### config.mk
export PLATFORM = sky130hd
export DESIGN_NAME = pwm_ramp_ctrl_flat
export DESIGN_NICKNAME = d
export VERILOG_FILES = /design/src/rtl/pwm_ctrl_pkg.sv /design/src/rtl/pwm_ramp_ctrl_if.sv /design/src/rtl/pwm_period_div.sv /design/src/rtl/pwm_ramp_ctrl.sv /design/src/flat_wrapper.sv
export SDC_FILE = /design/constraint.sdc
export NUM_CORES = 1
export LEC_CHECK = 0
export BUFFER_PORTS_ARGS = -buffer_cell sky130_fd_sc_hd__buf_2
export CORE_AREA = 2 2 109 111
export DETAILED_ROUTE_END_ITERATION = 8
export DIE_AREA = 0 0 111 113
export HOLD_SLACK_MARGIN = 0.02
export PLACE_DENSITY = 0.67
export REMOVE_ABC_BUFFERS = 1
export SYNTH_ARGS = -nofsm -noshare
export SYNTH_HDL_FRONTEND = slang
export SYNTH_SLANG_ARGS = --single-unit
### constraint.sdc
create_clock -name clk -period 4.3 [get_ports clk]
set_input_delay 0.86 -clock clk [delete_from_list [all_inputs] [get_ports clk]]
set_output_delay 0.86 -clock clk [all_outputs]
set_load 0.02 [all_outputs]
### src/rtl/pwm_ctrl_pkg.sv
// Shared types and helpers for the PWM ramp sequencer.
package pwm_ctrl_pkg;

  typedef enum logic [1:0] {
    ST_IDLE = 2'd0,
    ST_RAMP = 2'd1,
    ST_HOLD = 2'd2
  } state_e;

  // Full-scale duty (100%) for a resolution of r bits.
  function automatic int duty_max(input int r);
    return 32'sd1 << r;
  endfunction

endpackage

### src/rtl/pwm_ramp_ctrl_if.sv
// Command channel into the ramp sequencer: valid/ready plus ramp parameters.
interface pwm_ramp_ctrl_if #(
  parameter int R          = 8,
  parameter int TIMER_BITS = 15,
  parameter int STEP_W     = 4,
  parameter int DWELL_W    = 8
);
  logic                  valid;
  logic                  ready;
  logic [R:0]            target;
  logic [STEP_W-1:0]     step;
  logic [DWELL_W-1:0]    dwell;
  logic [TIMER_BITS-1:0] fv;

  modport master (output valid, target, step, dwell, fv, input ready);
  modport slave  (input valid, target, step, dwell, fv, output ready);
endinterface

### src/rtl/pwm_period_div.sv
// Counts PWM period wraps and flags the wrap on which a ramp step is due.
module pwm_period_div #(
  parameter int DWELL_W = 8
) (
  input  logic               clk,
  input  logic               reset_n,
  input  logic               clear,
  input  logic               tick,
  input  logic [DWELL_W-1:0] dwell,
  output logic               step_en
);

  logic [DWELL_W-1:0] cnt_q;
  logic [DWELL_W-1:0] cnt_d;

  // Next dwell count; clear wins over a coincident tick.
  always_comb begin
    cnt_d   = cnt_q;
    step_en = 1'b0;
    if (clear) begin
      cnt_d = '0;
    end else if (tick) begin
      if (cnt_q < dwell) begin
        cnt_d = cnt_q + DWELL_W'(1);
      end else begin
        cnt_d   = '0;
        step_en = 1'b1;
      end
    end else begin
      cnt_d = cnt_q;
    end
  end

  // Dwell counter register.
  always_ff @(posedge clk or negedge reset_n) begin
    if (!reset_n) begin
      cnt_q <= '0;
    end else begin
      cnt_q <= cnt_d;
    end
  end

endmodule

### src/rtl/pwm_ramp_ctrl.sv
// Soft-start/soft-stop sequencer ahead of the PWM core: ramps duty toward a
// commanded target one step per (dwell+1) periods, all updates on period wraps.
module pwm_ramp_ctrl
  import pwm_ctrl_pkg::*;
#(
  parameter int R          = 8,
  parameter int TIMER_BITS = 15,
  parameter int STEP_W     = 4,
  parameter int DWELL_W    = 8,
  parameter int DEFAULT_FV = 1000
) (
  input  logic                  clk,
  input  logic                  reset_n,
  input  logic                  period_start,
  input  logic                  abort,
  pwm_ramp_ctrl_if.slave        cmd,
  output logic [R:0]            duty_out,
  output logic [TIMER_BITS-1:0] final_value_out,
  output logic                  busy,
  output logic                  done
);

  localparam logic [R+1:0] DUTY_MAX = (R+2)'(duty_max(R));

  state_e                state_q, state_d;
  logic [R:0]            duty_q, duty_d;
  logic [R:0]            target_q, target_d;
  logic [STEP_W-1:0]     step_q, step_d;
  logic [DWELL_W-1:0]    dwell_q, dwell_d;
  logic [TIMER_BITS-1:0] fv_out_q, fv_out_d;
  logic [TIMER_BITS-1:0] fv_shadow_q, fv_shadow_d;
  logic                  fv_pend_q, fv_pend_d;
  logic                  done_q, done_d;
  logic                  busy_q, busy_d;
  logic                  ready_q, ready_d;

  logic                  accept_s;
  logic                  tick_s;
  logic                  step_en_s;
  logic [R+1:0]          duty_ext_s, tgt_ext_s, step_ext_s, diff_s, next_s, cmd_tgt_ext_s;

  // abort masks ready in the same cycle so a coincident command is never taken.
  assign cmd.ready = ready_q & ~abort;
  assign accept_s  = cmd.valid & ready_q & ~abort;
  assign tick_s    = period_start & (state_q == ST_RAMP);

  pwm_period_div #(.DWELL_W(DWELL_W)) u_div (
    .clk     (clk),
    .reset_n (reset_n),
    .clear   (accept_s | abort),
    .tick    (tick_s),
    .dwell   (dwell_q),
    .step_en (step_en_s)
  );

  assign duty_ext_s    = {1'b0, duty_q};
  assign tgt_ext_s     = {1'b0, target_q};
  assign step_ext_s    = (R+2)'(step_q);
  assign cmd_tgt_ext_s = {1'b0, cmd.target};
  assign diff_s        = (tgt_ext_s >= duty_ext_s) ? (tgt_ext_s - duty_ext_s)
                                                   : (duty_ext_s - tgt_ext_s);
  assign next_s        = (tgt_ext_s >= duty_ext_s) ? (duty_ext_s + step_ext_s)
                                                   : (duty_ext_s - step_ext_s);

  // Sequencer next-state: abort, then accept, then period-aligned ramp work.
  always_comb begin
    state_d     = state_q;
    duty_d      = duty_q;
    target_d    = target_q;
    step_d      = step_q;
    dwell_d     = dwell_q;
    fv_out_d    = fv_out_q;
    fv_shadow_d = fv_shadow_q;
    fv_pend_d   = fv_pend_q;
    done_d      = 1'b0;
    if (abort) begin
      state_d   = ST_IDLE;
      duty_d    = '0;
      fv_pend_d = 1'b0;
    end else if (accept_s) begin
      target_d    = (cmd_tgt_ext_s > DUTY_MAX) ? DUTY_MAX[R:0] : cmd.target;
      step_d      = (cmd.step == '0) ? STEP_W'(1) : cmd.step;
      dwell_d     = cmd.dwell;
      fv_shadow_d = cmd.fv;
      fv_pend_d   = 1'b1;
      state_d     = ST_RAMP;
    end else if (tick_s) begin
      if (fv_pend_q) begin
        fv_out_d  = fv_shadow_q;
        fv_pend_d = 1'b0;
      end else begin
        fv_out_d = fv_out_q;
      end
      if (step_en_s) begin
        if (diff_s <= step_ext_s) begin
          duty_d  = target_q;
          state_d = ST_HOLD;
          done_d  = 1'b1;
        end else begin
          duty_d = next_s[R:0];
        end
      end else begin
        duty_d = duty_q;
      end
    end else begin
      state_d = state_q;
    end
    busy_d  = (state_d == ST_RAMP);
    ready_d = (state_d != ST_RAMP);
  end

  // Sequencer state and registered outputs.
  always_ff @(posedge clk or negedge reset_n) begin
    if (!reset_n) begin
      state_q     <= ST_IDLE;
      duty_q      <= '0;
      target_q    <= '0;
      step_q      <= '0;
      dwell_q     <= '0;
      fv_out_q    <= TIMER_BITS'(DEFAULT_FV);
      fv_shadow_q <= '0;
      fv_pend_q   <= 1'b0;
      done_q      <= 1'b0;
      busy_q      <= 1'b0;
      ready_q     <= 1'b1;
    end else begin
      state_q     <= state_d;
      duty_q      <= duty_d;
      target_q    <= target_d;
      step_q      <= step_d;
      dwell_q     <= dwell_d;
      fv_out_q    <= fv_out_d;
      fv_shadow_q <= fv_shadow_d;
      fv_pend_q   <= fv_pend_d;
      done_q      <= done_d;
      busy_q      <= busy_d;
      ready_q     <= ready_d;
    end
  end

  assign duty_out        = duty_q;
  assign final_value_out = fv_out_q;
  assign busy            = busy_q;
  assign done            = done_q;

endmodule

### src/flat_wrapper.sv
// flat-port wrapper written by rule: the top's interface ports become plain ports
module pwm_ramp_ctrl_flat import pwm_ctrl_pkg::*;
#(
  parameter int R          = 8,
  parameter int TIMER_BITS = 15,
  parameter int STEP_W     = 4,
  parameter int DWELL_W    = 8,
  parameter int DEFAULT_FV = 1000
)
  (clk, reset_n, period_start, abort, duty_out, final_value_out, busy, done, cmd_valid, cmd_target, cmd_step, cmd_dwell, cmd_fv, cmd_ready);
  pwm_ramp_ctrl_if #(.R(R), .TIMER_BITS(TIMER_BITS), .STEP_W(STEP_W), .DWELL_W(DWELL_W)) cmd_i ();
  input  logic clk;
  input  logic reset_n;
  input  logic period_start;
  input  logic abort;
  output logic [R:0] duty_out;
  output logic [TIMER_BITS-1:0] final_value_out;
  output logic busy;
  output logic done;
  input wire logic [$bits(cmd_i.valid)-1:0] cmd_valid;
  input wire logic [$bits(cmd_i.target)-1:0] cmd_target;
  input wire logic [$bits(cmd_i.step)-1:0] cmd_step;
  input wire logic [$bits(cmd_i.dwell)-1:0] cmd_dwell;
  input wire logic [$bits(cmd_i.fv)-1:0] cmd_fv;
  output wire logic [$bits(cmd_i.ready)-1:0] cmd_ready;
  assign cmd_i.valid = cmd_valid;
  assign cmd_i.target = cmd_target;
  assign cmd_i.step = cmd_step;
  assign cmd_i.dwell = cmd_dwell;
  assign cmd_i.fv = cmd_fv;
  assign cmd_ready = cmd_i.ready;
  pwm_ramp_ctrl #(.R(R), .TIMER_BITS(TIMER_BITS), .STEP_W(STEP_W), .DWELL_W(DWELL_W), .DEFAULT_FV(DEFAULT_FV)) u_core (.clk(clk), .reset_n(reset_n), .period_start(period_start), .abort(abort), .cmd(cmd_i), .duty_out(duty_out), .final_value_out(final_value_out), .busy(busy), .done(done));
endmodule
==> flow_summary_export.csv, run 1 <==
group,metric,value,unit
outcome,status,"completed",
route,drt_wl_total,11480,um
route,ant_nets,0,
die,start_util,0.4286,
cells_and_area,fillers,1032,
die,io_pins,68,
clock_tree,cts_buffers,9,
placement,hpwl,8786,um
placement,place.port_buffers,67,
cells_and_area,final_nets,665,
worst_hold_path,worstHoldPathCells,1,
logic_synthesis,ys_seq_area_frac,0.3851,
die,die_h,113,um
logic_synthesis,yosys_register_bits,74,
setup_path,crit_path_max_incr_delay,0.57,ns
sta,clock_skew,0.009124,ns
grt,grt-ovfl-total,0,
cells_and_area,final_cell_area,5862,um2
clock_tree,cts_sinks,74,
setup_path,worstRegToRegCells,19,
clock_tree,root_buffer,"clkbuf_16",
sta,final_hold_viol_count,0,
logic_synthesis,netlist_instances,491,
route,first_pass_iters,5,
setup_path,worstReg2RegEnd,"u_core.duty_out[6]",
die,die_width,111,um
logic_synthesis,synth_flop_cell,"dfrtp_1",
route,wl_per_cell,15.73,um
setup_path,slowest_stage,"or4_4",
grt,grt_pass1_vias,4055,
route,vias,4010,
grt,antenna_found_initial,1,
die,core,11270,um2
sta,slew_violations,0,
logic_synthesis,async_flop_share,1.000,
cells_and_area,area_growth,21.34,%
placement,pre_cts_ws,-0.01380,ns
clock_tree,path_clk_slew,0.06,ns
logic_synthesis,yosys_warnings,0,
sta,fin_setup_tns,0,ns
route,drcViolationCount,0,
grt,grt_max_degree,51,
logic_synthesis,yosys-top-cells-area,"dfrtp_1 35%, mux2_2 10%, ha_1 10%, dfstp_2 3.8%, inv_1 3.1%",
placement,place.gp.congestion,0.9566,
cells_and_area,utilization,0.5200,
route,via_per_inst,5.493,
logic_synthesis,syn_area,4831,um2
placement,dp_cells,708,
power_and_ir_drop,p_per_area,425.6,nW/um2
clock_tree,clockBufferDepth,2,
sta,clock.fmax,0.2431,GHz
setup_path,cp_top_family,"compound AO/OA/AOI/OAI gates",
grt,grt_first_pass_wirelength,19350,um
sta,slew_headroom,0.3497,
sta,fin_ws,0.1867,ns
cells_and_area,drive_gt1_frac,0.3191,
clock_tree,cts_tree,"done",
placement,post_dp_cell_area,5449,um2
worst_hold_path,worstHoldStart,"u_core.state_q[1]",
setup_path,cp_max_fo,4,
power_and_ir_drop,leakage,2.766,nW
clock_tree,clock_latency,0.34,ns
sta,holdWs,0.4698,ns
setup_path,crit_type,"reg2reg",
run,drv_cap,0,
setup_path,cp_cell_sequence,"inv_2 > ha_4 > inv_2 > fa_2 > a211oi_4 > o21ai_2 > a221oi_2 > nor2_2 > mux2i_1 > xnor2_1 > ha_1 > o21ai_1 > a21oi_1 > o21ai_1 > o211ai_1 > or4_4 > buf_2 > nand4_1 > o221ai_1",
sta,min_period_over_period,0.9566,
die,dieArea,12540,um2
worst_hold_path,min_to,"u_core.state_q[1]",
setup_path,cp-start-kind,"flop",
setup_path,reg2reg_slack,0.19,ns
logic_synthesis,synth_cell_type_count,68,
logic_synthesis,synth_top_area_frac,0.3471,
setup_path,cp.required,4.49,ns
logic_synthesis,synth_edf_count,0,
worst_hold_path,holdCritPathClass,"reg2reg",
clock_tree,ctsHtreeMaxLevel,3,
die,rows,39,
setup_path,rr_startpoint,"u_core.target_q[0]",
logic_synthesis,syn_area_per_cell,9.839,um2
sta,tightestPinTransition,0.9743,ns
setup_path,critPathBufInv,3,
setup_path,crit_arrival,4.30,ns
cells_and_area,instances_no_fill,730,
sta,rsz0062_at_grt,"true",
logic_synthesis,yosys.area.top_type,"dfrtp_1",
clock_tree,hold_buffers,0,
power_and_ir_drop,power,2.495,mW
grt,grtUsageTotal,0.1891,
sta,period_minus_slack,4.113,ns
route,drt_iter0_markers,218,
power_and_ir_drop,ir_drop,0.3746,mV
setup_path,setup.worst_path.end_class,"flop",
sta,setup_viol,0,
## report_power, final
part	total [mW]	switching, mW	internal (mW)
combinational	0.853	0.473	0.380
sequential	0.883	0.0665	0.816
clock	0.759	0.279	0.481
total	2.50	0.818	1.68
## cells by family after synthesis
logic type               count (synthesis)  share of synthesized area
XOR/XNOR                                16                    0.02901
buffers and inverters                   60                    0.05024
AND/OR/NAND/NOR                        137                     0.1487
multiplexers                            51                     0.1176
AO/OA/AOI/OAI                          110                     0.1533
adder cells (fa/ha/maj)                 43                     0.1160
flip-flops                              74                     0.3851
## layer usage
metal  routed length, um  vias to the layer above  GRT usage  part of all wire
met2                5743                      135     0.3243              0.50
met3                 683                       30    0.04713             0.059
met5                   0                        -          0                 0
met1                4802                     1909     0.2275              0.42
li1                    -                     1936          -                 -
met4                 252                        0    0.08167             0.022
## cell usage after synthesis, drive strengths merged, types with 2 or more instances
cell type  number
fa              3
mux2i           5
o32ai           2
or4             2
inv            42
o221ai          3
and3            5
nor4            4
and2            2
nor2           22
a2111oi         3
ha             40
a31oi           2
a21oi          28
o21bai          3
nand2          38
buf             8
clkbuf          9
mux2           46
xor2            5
o21a            3
nand2b         14
xnor2          11
a21o            3
nor3           13
a211oi          5
a221oi          2
o311ai          5
o211ai          9
o31ai           2
nand4           8
nor2b           7
nand3          13
dfstp           7
nand4b          2
dfrtp          67
o21ai          30
## cell usage in the layout (no fill, tap or decap), types with 11 or more instances in the layout
cell	count
buf_2	68
mux2_2	45
xnor2_1	11
dfrtp_1	67
inv_1	38
nor2_1	20
nor3_1	13
ha_1	39
nand2_1	38
nand2b_1	14
buf_4	27
a21oi_1	25
nand3_1	12
o21ai_0	24
## cell type report
type	instances	area, um2	share of cell area
inverter	43	161.4	0.02753
multi-input combinational	357	2796	0.4771
sequential	74	1861	0.3174
tap	143	178.9	0.03052
clock inverter	4	51.30	0.008751
timing repair buffer	96	554.3	0.09456
clock buffer	12	256.5	0.04376
antenna	1	2.502	0.0004269
## repair_timing
action | CTS | global route
gates cloned | 0 | 1
setup buffers | 1 | 3
pin swaps | 1 | 12
gates resized for setup | 2 | 16
setup endpoints to repair | 5 | 14
## sequential cells by signal, indices dropped and copies added (netlist names), 2 cells and up
name	count
u_core.u_div.cnt_q	8
u_core.step_q	4
u_core.state_q	2
u_core.target_q	9
u_core.final_value_out	15
u_core.fv_shadow_q	15
u_core.duty_out	9
u_core.dwell_q	8
## worst max path at each step
stage                        from            endpoint  slack (ns)  cells past startpoint
4_1_cts        u_core.target_q[0]  u_core.duty_out[8]        0.04                     18
5_1_grt        u_core.target_q[0]   u_core.state_q[0]       -0.01                     19
3_3_place_gp   u_core.target_q[0]  u_core.duty_out[8]        0.20                     18
3_5_place_dp   u_core.target_q[0]  u_core.duty_out[0]       -0.01                     18
6_report       u_core.target_q[0]  u_core.duty_out[6]        0.19                     19
2_1_floorplan  u_core.duty_out[1]   u_core.state_q[0]        0.12                     16
Power figures use the tool's default switching activity.
==> run 2: changes to the inputs <==
--- a/config.mk
+++ b/config.mk
@@ -6,9 +6,9 @@
 export NUM_CORES = 1
 export LEC_CHECK = 0
 export BUFFER_PORTS_ARGS = -buffer_cell sky130_fd_sc_hd__buf_2
-export CORE_AREA = 2 2 109 111
+export CORE_AREA = 2 2 153 80
 export DETAILED_ROUTE_END_ITERATION = 8
-export DIE_AREA = 0 0 111 113
+export DIE_AREA = 0 0 155 82
 export HOLD_SLACK_MARGIN = 0.02
 export PLACE_DENSITY = 0.67
 export REMOVE_ABC_BUFFERS = 1
==> constraint.sdc (replaced) <==
create_clock -name clk -period 4.9 [get_ports clk]
set_input_delay 0.98 -clock clk [delete_from_list [all_inputs] [get_ports clk]]
set_output_delay 0.98 -clock clk [all_outputs]
set_load 0.02 [all_outputs]
==> run 2 against run 1 <==
  * Total power down 11%
  * Design area down 3.6%
  * Global-route usage up 1.8 points
  * Worst setup slack better by 0.15 ns
  * Register-to-register slack better by 0.15 ns
==> flow_summary_export.csv, run 2 (synthesis gave the netlist of run 1 again) <==
group,metric,value,unit
outcome,status,"completed",
route,ant_nets,0,
cells_and_area,final_cell_mix,"67 x dfrtp_1, 66 x buf_2, 45 x mux2_2",
cells_and_area,drive_gt1_frac,0.2718,
route,via_per_inst,5.704,
sta,fin_setup_tns,0,ns
die,start_util,0.4217,
clock_tree,clock_latency,0.34,ns
setup_path,cp_max_fo,10,
die,dieArea,12710,um2
setup_path,cp.required,5.13,ns
grt,grtUsageTotal,0.2074,
cells_and_area,seqCellArea,1861,um2
placement,post_dp_cell_area,5318,um2
sta,setup_viol,0,
sta,period_minus_slack,4.561,ns
route,vias,4067,
die,die_width,155,um
clock_tree,cts_buffers,9,
setup_path,cpMostUsedCell,"o21ai_0",
sta,clock.fmax,0.2193,GHz
cells_and_area,layout_commonest_cell,"dfrtp_1",
clock_tree,path_clk_slew,0.06,ns
placement,hpwl,9772,um
sta,slew_violations,0,
sta,rsz0062_at_grt,"false",
sta,holdWs,0.4794,ns
sta,fin_ws,0.3394,ns
route,wl_per_cell,17.75,um
die,core,11460,um2
route,drt_iter0_markers,414,
route,first_pass_iters,6,
setup_path,crit_path_max_incr_delay,0.52,ns
setup_path,cp-start-kind,"flop",
die,io_pins,68,
power_and_ir_drop,leakage,2.647,nW
grt,grt_pass1_vias,3741,
setup_path,crit_type,"reg2reg",
grt,grt_first_pass_wirelength,20120,um
clock_tree,root_buffer,"clkbuf_16",
cells_and_area,fillers,1049,
cells_and_area,antenna_cells,0,
run,drv_cap,0,
route,drt_wl_total,12660,um
clock_tree,cts_sinks,74,
die,die_h,82,um
grt,antenna_found_initial,0,
cells_and_area,instances_no_fill,713,
power_and_ir_drop,ir_drop,0.1926,mV
cells_and_area,utilization,0.4934,
cells_and_area,final_cell_area,5653,um2
sta,min_period_over_period,0.9307,
setup_path,slowest_stage,"dfrtp_1",
route,drcViolationCount,0,
sta,tightestPinTransition,1.291,ns
grt,grt-ovfl-total,0,
sta,slew_headroom,0.1173,
setup_path,crit_arrival,4.79,ns
sta,final_hold_viol_count,0,
clock_tree,hold_buffers,0,
setup_path,cp_cell_sequence,"inv_1 > fa_1 > a211oi_2 > o21ai_2 > a221oi_2 > nor2_4 > mux2i_1 > xnor2_1 > ha_1 > o21ai_0 > a21oi_1 > o21ai_0 > o211ai_1 > nor4_2 > nor2_1 > o311ai_1",
cells_and_area,area_growth,17.02,%
power_and_ir_drop,p_per_area,392.1,nW/um2
die,rows,28,
placement,place.port_buffers,67,
cells_and_area,final_nets,642,
worst_hold_path,holdCritPathClass,"reg2reg",
grt,grt_max_degree,75,
placement,dp_cells,696,
placement,place.gp.congestion,1.043,
setup_path,setup.worst_path.end_class,"flop",
clock_tree,cts_tree,"done",
sta,clock_skew,0.009100,ns
clock_tree,ctsHtreeMaxLevel,3,
power_and_ir_drop,power,2.216,mW
placement,pre_cts_ws,0.3345,ns
cells_and_area,multi_input_area,2741,um2
clock_tree,clockBufferDepth,2,
run 2: changes by cell type in the layout (fill, tap and decap cells not counted), sizes merged:
cell    previous run  this run
bufinv             1         2
inv               42        43
clkbuf            12        10
diode              1         0
buf               96        73
run 2: cell type report:
type                            count  share of cell area
Multi-Input combinational cell    357              0.4849
Sequential cell                    74              0.3291
Timing Repair Buffer               73             0.06773
Clock buffer                       10             0.04050
Tap cell                          150             0.03320
Inverter                           43             0.02855
Clock inverter                      6             0.01594
run 2: timing repair:
item	4_1_cts	5_1_grt
setup buffers	0	1
hold endpoints to repair	0	0
resized for setup	0	2
setup endpoints to repair	0	11
run 2: where the power goes:
part	total [mW]	internal, mW	switching, mW
clock	0.713	0.448	0.265
combinational	0.718	0.303	0.415
sequential	0.785	0.716	0.0689
run 2: final timing paths:
path	endpoint	startpoint	slack [ns]	depth (start not counted)
setup reg to reg	u_core.duty_out[0]	u_core.duty_out[1]	0.34	16
max in group asynchronous	u_core.target_q[6]	reset_n	3.50	1
hold reg to reg	u_core.state_q[1]	u_core.state_q[1]	0.48	1
min in group asynchronous	u_core.dwell_q[0]	reset_n	0.77	1
hold / removal	u_core.state_q[1]	u_core.state_q[1]	0.48	1
setup / recovery	u_core.duty_out[0]	u_core.duty_out[1]	0.34	16
run 2: metal layers:
metal / vias up / share of wire / track usage / routed length, um
li1: 1901 / - / - / -
met1: 1980 / 0.52 / 0.3258 / 6624
met2: 171 / 0.37 / 0.2698 / 4692
met5: - / 0 / 0 / 0
met3: 15 / 0.098 / 0.06807 / 1238
met4: 0 / 0.0079 / 0.03519 / 100
run 2: worst max-delay path: cells and delay by family (launching register included):
kind	cells	cell delay [ns]
AOI/OAI and AO/OA	8	1.74
xor gates and xnor gates	1	0.14
adders and majority gates	2	0.78
buffers and inverters	1	0.14
DFF	1	0.52
muxes	1	0.20
and+or+nand+nor	3	0.92
